`src/rtl/teclado_escaner_param.sv`:
```
// teclado_escaner_param
//   Matrix-keypad scanner. Drives one row at a time (one-hot), samples the
//   synchronised columns at the end of each row dwell, reduces a full scan
//   to a single key code (or nothing), debounces on whole-scan results and
//   queues each accepted press in a small FIFO with a valid/ready handshake.
//
// Ports
//   clk, rst      : clock, asynchronous active-high reset
//   col_in        : raw column lines (active-high, asynchronous)
//   fila_out      : one-hot row drive
//   tecla         : FIFO head code (fila*COLS + col), 0 when empty
//   tecla_valid   : FIFO non-empty
//   tecla_ready   : consumer takes the head when high with tecla_valid
//   tecla_libre   : one-cycle pulse on an accepted release
//   desborde      : sticky overflow flag (push dropped while full)
//   clr_desborde  : synchronous clear of desborde (a same-cycle set wins)
//   fifo_cnt      : number of entries held
module teclado_escaner_param #(
    parameter  int FILAS     = 4,
    parameter  int COLS      = 4,
    parameter  int DIV_SCAN  = 27000,
    parameter  int DEB_N     = 4,
    parameter  int FIFO_PROF = 4,
    localparam int CODE_W    = $clog2(FILAS*COLS),
    localparam int CNT_W     = $clog2(FIFO_PROF+1)
) (
    input  logic              clk,
    input  logic              rst,
    input  logic [COLS-1:0]   col_in,
    output logic [FILAS-1:0]  fila_out,
    output logic [CODE_W-1:0] tecla,
    output logic              tecla_valid,
    input  logic              tecla_ready,
    output logic              tecla_libre,
    output logic              desborde,
    input  logic              clr_desborde,
    output logic [CNT_W-1:0]  fifo_cnt
);

    localparam int DW  = $clog2(DIV_SCAN);
    localparam int FW  = (FILAS > 1) ? $clog2(FILAS) : 1;
    localparam int DBW = $clog2(DEB_N+1);
    localparam int AW  = $clog2(FIFO_PROF);

    typedef enum logic [1:0] {S_IDLE, S_CAND, S_PRESSED, S_RELEASE} estado_t;

    // ---------------- synchroniser and row scan ----------------
    logic [COLS-1:0]   r_col_s1, r_col_s2;
    logic [DW-1:0]     r_div;
    logic [FW-1:0]     r_fila_idx;
    logic [FILAS-1:0]  r_fila;
    logic [1:0]        r_acc_n;      // keys seen so far this scan: 0, 1, 2 = two or more
    logic [CODE_W-1:0] r_acc_code;

    logic              w_tc, w_ultima, w_res_ok;
    logic [1:0]        w_fila_n, w_tot_n;
    logic [CODE_W-1:0] w_fila_code, w_tot_code;

    assign w_tc     = (r_div == DW'(DIV_SCAN-1));
    assign w_ultima = w_tc && (r_fila_idx == FW'(FILAS-1));

    // Keys visible on the current row, saturated at two.
    always_comb begin
        w_fila_n    = '0;
        w_fila_code = '0;
        for (int unsigned c = 0; c < COLS; c++) begin
            if (r_col_s2[c]) begin
                if (w_fila_n == 2'd0)
                    w_fila_code = CODE_W'(32'(r_fila_idx) * COLS + c);
                if (w_fila_n != 2'd2)
                    w_fila_n = w_fila_n + 2'd1;
            end
        end
    end

    // Running scan total including the row being sampled now.
    always_comb begin
        w_tot_code = (w_fila_n == 2'd1) ? w_fila_code : r_acc_code;
        if (r_acc_n == 2'd2 || w_fila_n == 2'd2 || (r_acc_n == 2'd1 && w_fila_n == 2'd1))
            w_tot_n = 2'd2;
        else
            w_tot_n = r_acc_n + w_fila_n;
    end

    assign w_res_ok = (w_tot_n == 2'd1);

    always_ff @(posedge clk or posedge rst) begin
        if (rst) begin
            r_col_s1   <= '0;
            r_col_s2   <= '0;
            r_div      <= '0;
            r_fila_idx <= '0;
            r_fila     <= FILAS'(1);
            r_acc_n    <= '0;
            r_acc_code <= '0;
        end else begin
            r_col_s1 <= col_in;
            r_col_s2 <= r_col_s1;
            if (w_tc) begin
                r_div  <= '0;
                r_fila <= {r_fila[FILAS-2:0], r_fila[FILAS-1]};
                if (w_ultima) begin
                    r_fila_idx <= '0;
                    r_acc_n    <= '0;
                end else begin
                    r_fila_idx <= r_fila_idx + FW'(1);
                    r_acc_n    <= w_tot_n;
                    r_acc_code <= w_tot_code;
                end
            end else begin
                r_div <= r_div + DW'(1);
            end
        end
    end

    // ---------------- debounce FSM (one step per full scan) ----------------
    estado_t           r_est;
    logic [CODE_W-1:0] r_cand;
    logic [DBW-1:0]    r_cnt;
    logic              r_push, r_libre;
    logic              w_match, w_deb_lleno;
    logic [DBW-1:0]    w_cnt_inc;

    assign w_match     = w_res_ok && (w_tot_code == r_cand);
    assign w_cnt_inc   = r_cnt + DBW'(1);
    assign w_deb_lleno = (w_cnt_inc >= DBW'(DEB_N));

    always_ff @(posedge clk or posedge rst) begin
        if (rst) begin
            r_est   <= S_IDLE;
            r_cand  <= '0;
            r_cnt   <= '0;
            r_push  <= 1'b0;
            r_libre <= 1'b0;
        end else begin
            r_push  <= 1'b0;
            r_libre <= 1'b0;
            if (w_ultima) begin
                unique case (r_est)
                    S_IDLE: begin
                        if (w_res_ok) begin
                            r_cand <= w_tot_code;
                            r_cnt  <= DBW'(1);
                            if (DEB_N == 1) begin
                                r_push <= 1'b1;
                                r_est  <= S_PRESSED;
                            end else begin
                                r_est <= S_CAND;
                            end
                        end
                    end
                    S_CAND: begin
                        if (w_match) begin
                            r_cnt <= w_cnt_inc;
                            if (w_deb_lleno) begin
                                r_push <= 1'b1;
                                r_est  <= S_PRESSED;
                            end
                        end else if (w_res_ok) begin
                            r_cand <= w_tot_code;
                            r_cnt  <= DBW'(1);
                        end else begin
                            r_est <= S_IDLE;
                        end
                    end
                    S_PRESSED: begin
                        if (!w_match) begin
                            // With single-scan debounce the first miss is already a release.
                            if (DEB_N == 1) begin
                                r_est   <= S_IDLE;
                                r_libre <= 1'b1;
                            end else begin
                                r_est <= S_RELEASE;
                                r_cnt <= DBW'(1);
                            end
                        end
                    end
                    S_RELEASE: begin
                        if (w_match) begin
                            r_est <= S_PRESSED;
                        end else begin
                            r_cnt <= w_cnt_inc;
                            if (w_deb_lleno) begin
                                r_est   <= S_IDLE;
                                r_libre <= 1'b1;
                            end
                        end
                    end
                    default: r_est <= S_IDLE;
                endcase
            end
        end
    end

    // ---------------- key FIFO ----------------
    logic [CODE_W-1:0] r_mem [FIFO_PROF];
    logic [AW-1:0]     r_wp, r_rp;
    logic [CNT_W-1:0]  r_cnt_f;
    logic [CODE_W-1:0] r_tecla;
    logic              r_valid, r_desb;

    logic              w_lleno, w_pop, w_push_ok, w_ovf;
    logic [AW-1:0]     w_rp_sig;
    logic [CNT_W-1:0]  w_cnt_sig, w_quedan;

    assign w_lleno   = (r_cnt_f == CNT_W'(FIFO_PROF));
    assign w_pop     = r_valid && tecla_ready;
    assign w_push_ok = r_push && (!w_lleno || w_pop);
    assign w_ovf     = r_push && w_lleno && !w_pop;
    assign w_rp_sig  = r_rp + AW'(w_pop);
    assign w_cnt_sig = r_cnt_f + CNT_W'(w_push_ok) - CNT_W'(w_pop);
    assign w_quedan  = r_cnt_f - CNT_W'(w_pop);

    // Storage is not reset; occupancy and pointers define what is valid.
    always_ff @(posedge clk) begin
        if (w_push_ok)
            r_mem[r_wp] <= r_cand;
    end

    // Head is registered: computed from the post-edge state so that a push
    // into an emptying FIFO shows the new code directly.
    always_ff @(posedge clk or posedge rst) begin
        if (rst) begin
            r_wp    <= '0;
            r_rp    <= '0;
            r_cnt_f <= '0;
            r_tecla <= '0;
            r_valid <= 1'b0;
            r_desb  <= 1'b0;
        end else begin
            if (w_push_ok)
                r_wp <= r_wp + AW'(1);
            r_rp    <= w_rp_sig;
            r_cnt_f <= w_cnt_sig;
            r_valid <= (w_cnt_sig != '0);
            if (w_cnt_sig == '0)
                r_tecla <= '0;
            else if (w_quedan == '0)
                r_tecla <= r_cand;
            else
                r_tecla <= r_mem[w_rp_sig];
            if (w_ovf)
                r_desb <= 1'b1;
            else if (clr_desborde)
                r_desb <= 1'b0;
        end
    end

    assign fila_out    = r_fila;
    assign tecla       = r_tecla;
    assign tecla_valid = r_valid;
    assign tecla_libre = r_libre;
    assign desborde    = r_desb;
    assign fifo_cnt    = r_cnt_f;

endmodule
```
`config.mk`:
```
export PLATFORM = sky130hd
export DESIGN_NAME = teclado_escaner_param
export DESIGN_NICKNAME = d
export VERILOG_FILES = /design/src/rtl/teclado_escaner_param.sv
export SDC_FILE = /design/constraint.sdc
export NUM_CORES = 1
export LEC_CHECK = 0
export BUFFER_PORTS_ARGS = -buffer_cell sky130_fd_sc_hd__buf_2
export CAP_MARGIN = 20
export CORE_ASPECT_RATIO = 1.1
export CORE_MARGIN = 2
export CORE_UTILIZATION = 45
export CTS_BUF_LIST = sky130_fd_sc_hd__clkbuf_4 sky130_fd_sc_hd__clkbuf_8 sky130_fd_sc_hd__clkbuf_16
export CTS_CLUSTER_DIAMETER = 60
export CTS_CLUSTER_SIZE = 8
export DETAILED_ROUTE_END_ITERATION = 6
export SLEW_MARGIN = 20
export SYNTH_ARGS = -nofsm -noshare
export SYNTH_HDL_FRONTEND = slang
export SYNTH_SLANG_ARGS = --single-unit
export TNS_END_PERCENT = 100
```
`constraint.sdc`:
```
create_clock -name clk -period 9.11 [get_ports clk]
set_input_delay 1.822 -clock clk [delete_from_list [all_inputs] [get_ports clk]]
set_output_delay 1.822 -clock clk [all_outputs]
set_load 0.02 [all_outputs]
```
# Word-level counts from Yosys, hierarchy flattened
# Memory sizes are Yosys's and may differ from the RTL's.
# Index checks and enable logic that the tools add are counted.
# classes
bitwise	1
n_reduce_logical	25
order_cmp	1
eq_ne	22
addsub	15
muxes	48
# ops
operator	n
$mux W4	12
$mux W2	16
$add A15 B1 Y15 const B	1
$eq A15 B15 Y1 const B	1
$mux W15	1
$ne A2 B2 Y1 const B	7
$mux W1	12
$mux W3	4
$pmux W3 S4	1
$add A2 B1 Y2 const B	5
$eq A2 B2 Y1 const B	5
$ne A3 B3 Y1 const B	3
$add A4 B2 Y4 const B	2
$eq A2 B1 Y1 const B	4
$logic_not A2 Y1	4
$pmux W2 S4	1
$pmux W4 S2	1
$logic_and A1 B1 Y1	7
$logic_not A3 Y1	2
$reduce_and A3 Y1	2
$reduce_and A6 Y1	1
$sub A3 B1 Y3	2
$add A4 B1 Y4 const B	1
$eq A4 B4 Y1	1
other kinds (12)	16
# word_totals
mem_count	1
ramBits	16
in_bits	8
out_inout_bits	14
reg_bits	59
# memory_table
name	depth	width	read_ports	rd_clocked_by_memory_dff	wr	line_no	source
r_mem	4	4	1	0	1	196	logic [CODE_W-1:0] r_mem [FIFO_PROF];

# Logic depth before layout (Yosys ltp)
# logic_depth
ltp_word	19
mapped_depth	14

# Worst setup path before layout
# Ideal clock, no wire load.
# synth_path
kind	input to register
start	input port tecla_ready
end	register r_tecla[0] (netlist: tecla[0])
required_ns	8.973
t_arrival_ns	4.018
path_slack_ns	4.955
cell_stages	14
n_path_buf	0
path_cell_list	and2_1 > nor3_1 > nand2_1 > and2_1 > inv_1 > ha_1 > inv_1 > ha_1 > inv_1 > fa_1 > xnor2_1 > xnor2_1 > nor3_1 > nor2_1
# synth_between
elab_chain_cells	7
elab_cells_between_ends	12
# synth_lines
item	line_no	source
start, declared	33	input logic tecla_ready,
$logic_and A1 B1 Y1 (*)	207	assign w_pop = r_valid && tecla_ready;
$logic_or A1 B1 Y1	208	assign w_push_ok = r_push && (!w_lleno || w_pop);
$logic_and A1 B1 Y1	208	
$add A3 B1 Y3	211	assign w_cnt_sig = r_cnt_f + CNT_W'(w_push_ok) - CNT_W'(w_pop);
$sub A3 B1 Y3 (*)	211	
net w_cnt_sig[2]	204	logic [CNT_W-1:0] w_cnt_sig, w_quedan;
$logic_not A3 Y1 (*)	236	if (w_cnt_sig == '0)
$mux W4 (*)	236	
end signal, assigned	239	r_tecla <= r_cand;
end signal, assigned	241	r_tecla <= r_mem[w_rp_sig];
end, declared	199	logic [CODE_W-1:0] r_tecla;
# The timed path passes the listed nets; every way through them passes the cells marked *.
# A chain may end at the register's enable or synchronous reset.

# Worst setup path in the final report
# layout_path
start	input port tecla_ready
end	register r_tecla[2] (netlist: tecla[2])
# The elaborated chain is that of the path after synthesis.

==> results.toml <==
[sta]
fin_crit_sh_pct = 45.1
maxSlewHeadroom_pct = 51.0
rsz0062_at_grt = "no"
fmax_mhz = 244
setup_ws_ns = 5.00
fin_tns_setup_ns = 0
tightest_slew_ns = 0.736
setup_viol = 0
fin_skew_ns = 0.0106
hold_violations = 0
slew_violations = 0
min_period_ns = 4.11

[placed_design]
gp_congestion = 0.804
dp_slack_ns = 4.61
port_buffers = 21
placed_cell_area_mm2 = 0.00398
post-dp-hpwl_um = 4600

[job]
maxCapViolCount = 0

[die]
start_util_pct = 46.9
io_pins = 22
fp.dieH_um = 99.7
core_area_mm2 = 0.00800
dieArea_mm2 = 0.00908
rows = 34
dieWidth_um = 91.0

[clocking]
cts_tree = "built"
root_buffer = "clkbuf_8"
cts_buffers = 9
h-tree-depth = 3
path_clk_slew_ns = 0.08
cts_hold_buf = 0
post-cts-setup-buffers = 0
cts.sink_count = 75
clock_path_buffers = 2
clk_latency_ns = 0.35
cts_resized = 0

[pwr]
p_clk_share_pct = 39.7
pwr-share-comb_pct = 5.7
p_int_w = 0.000487
pwr-share-seq_pct = 54.6
swShare_pct = 22.9
powerDensity_mw_per_mm2 = 152
p_leak_nw = 1.92
netSwitchingPower_w = 0.000144
ir_worst_vdd_v = 0.0000861

[detailed_routing]
first_pass_iters = 6
drc = 0
antenna_left = 0
drtIter0Drc = 94
wirelength_um = 6310
via_per_inst = 5.27
routedWlPerCell_um = 13.7
vias = 2417

[critical_path]
worstSetupPathType = "in2reg"
path_cells = "buf_2, and2_1, nor3_1, nand2_1, and2_1, inv_1, ha_1, inv_1, ha_1, inv_1, fa_1, xnor2_1, xnor2_1, nor3_1, nor2_1"
path_buf_inv = 4
worst-r2r-cell-count = 14
cp_common_cell = "inv_1"
crit_path_max_incr_delay_ns = 0.39
worst-path-max-fanout = 5
worstPathArrival_ns = 4.32
cp_slowest_cell = "nor3_1"
r2r_end = "r_cnt[2]$_DFFE_PP0P_"
timing.rr.start = "r_col_s2[0]$_DFF_PP0_"
cp-start-kind = "input pin"
cpLargestDelayFamily = "simple AND/OR/NAND/NOR gates"
timing.reg2reg.setup_slack_ns = 5.28
cp_data_required_time_ns = 9.33
endpoint_kind = "register"

[yosys]
ys_warn_count = 0
synth_seq_cells = 75
async_flop_share_pct = 78.7
synth_edf_count = 16
seq_area_frac_synth_pct = 52.2
syn_nets = 345
synth.avg_cell_area_um2 = 11.8
syn_inst = 319
syn-cell-area_mm2 = 0.00375
synthFlopType = "dfrtp_1"
ys_types = 62

[layout]
final_area_mm2 = 0.00417
layout_commonest_cell = "dfrtp_1"
fillCellCount = 755
diodes = 0
most-common-layout-cells = "58 x dfrtp_1, 25 x nor2_1, 22 x inv_1, 22 x nand2_1, 21 x buf_2"
area_delta_synth_final_pct = 11.1
drive_gt1_share_pct = 18.5
nNetsFinal = 372

[worst_hold_path]
hp-start = "r_col_s1[1]$_DFF_PP0_"
hold_class = "reg2reg"
whs_endpoint = "r_col_s2[1]$_DFF_PP0_"
hold_depth = 0

[grt]
grt_max_degree = 60
grt_util_all_layers_pct = 15.7
grt_pass1_vias = 2372
grt_pass1_wl_um = 11200
grt_overflow = 0
grt_antenna_before_repair = 0

[outcome]
run_status = "completed"
-- per-stage QoR --
stage               util [%]  total power, W  hold WS [ns]  cells
floorplan                  -        0.000381         0.331    319
global placement        49.7        0.000388         0.332    443
detailed placement      49.7        0.000389         0.336    443
CTS                     52.1        0.000642         0.354    459
global route            52.1        0.000660         0.362    459
finish                  52.1        0.000632         0.354    459
-- how the worst max path moves through the flow --
stage          cells past startpoint                 end         from
2_1_floorplan                     14  tecla[0]$_DFF_PP0_  tecla_ready
3_3_place_gp                      15  tecla[2]$_DFF_PP0_  tecla_ready
3_5_place_dp                      15  tecla[2]$_DFF_PP0_  tecla_ready
4_1_cts                           15  tecla[2]$_DFF_PP0_  tecla_ready
5_1_grt                           15  tecla[3]$_DFF_PP0_  tecla_ready
6_report                          15  tecla[2]$_DFF_PP0_  tecla_ready
-- cells by family (layout without fill, tap and decap cells) --
family	count (synthesis)	count (layout)	share of synthesized area, %
and+or+nand+nor	106	106	14.9
DFF	75	75	52.2
AOI/OAI and AO/OA	54	54	12.3
buffers and inverters	30	62	3.34
adders and majority gates	18	18	6.21
xor gates and xnor gates	18	18	4.20
muxes	18	18	6.74
-- worst register-to-register path, delay by kind of cell (launching register included) --
kind	cells	cell delay [ns]
compound gates	4	1.03
fa+ha+maj	2	0.59
buf+inv	2	0.16
flops	1	0.38
simple gates	6	1.55
-- flip-flops by register name, indices dropped and copies added (netlist names), 2 cells and up, named ones only --
name,count
fifo_cnt,3
fila_out,4
r_acc_code,4
r_acc_n,2
r_cand,4
r_cnt,3
r_col_s1,4
r_col_s2,4
r_div,15
r_fila_idx,2
r_mem,16
r_rp,2
r_wp,2
tecla,4
-- final cells by class --
type | count | area, um2 | area share, %
sequential | 75 | 1960 | 47.0
tap | 108 | 135 | 3.24
clock buffer | 11 | 139 | 3.33
clock inverter | 5 | 53.8 | 1.29
inverter | 23 | 86.3 | 2.07
multi-input combinational | 214 | 1680 | 40.2
timing repair buffer | 23 | 120 | 2.88
-- per-layer routing --
| metal | part of all wire, % | vias up | track usage [%] |
|---|---|---|---|
| met3 | 2.4 | 15 | 2.50 |
| li1 | - | 1213 | - |
| met4 | 2.8 | 0 | 8.28 |
| met5 | 0 | - | 0 |
| met1 | 45 | 1156 | 18.9 |
| met2 | 50 | 33 | 27.0 |
-- power by group through the flow --
stage	registers [W]	logic, W	clock network (W)
6_report	0.000345	0.0000362	0.000251
3_3_place_gp	0.000352	0.0000368	0
4_1_cts	0.000345	0.0000373	0.000259
5_1_grt	0.000345	0.0000418	0.000273
3_5_place_dp	0.000352	0.0000371	0
2_1_floorplan	0.000351	0.0000301	0
-- synth_stat cells (all sizes together) (8+ instances only) --
library cell | instances | area share (%)
nand3 | 13 | 2.1
and3 | 10 | 1.7
ha | 17 | 5.7
nor2 | 25 | 2.5
dfrtp | 58 | 39
nand2 | 22 | 2.2
nor3 | 8 | 1.1
o21ai | 12 | 1.6
edfxtp | 16 | 13
mux2 | 9 | 3.0
inv | 23 | 2.3
xor2 | 12 | 2.8
(Power assumes the default switching activity.)
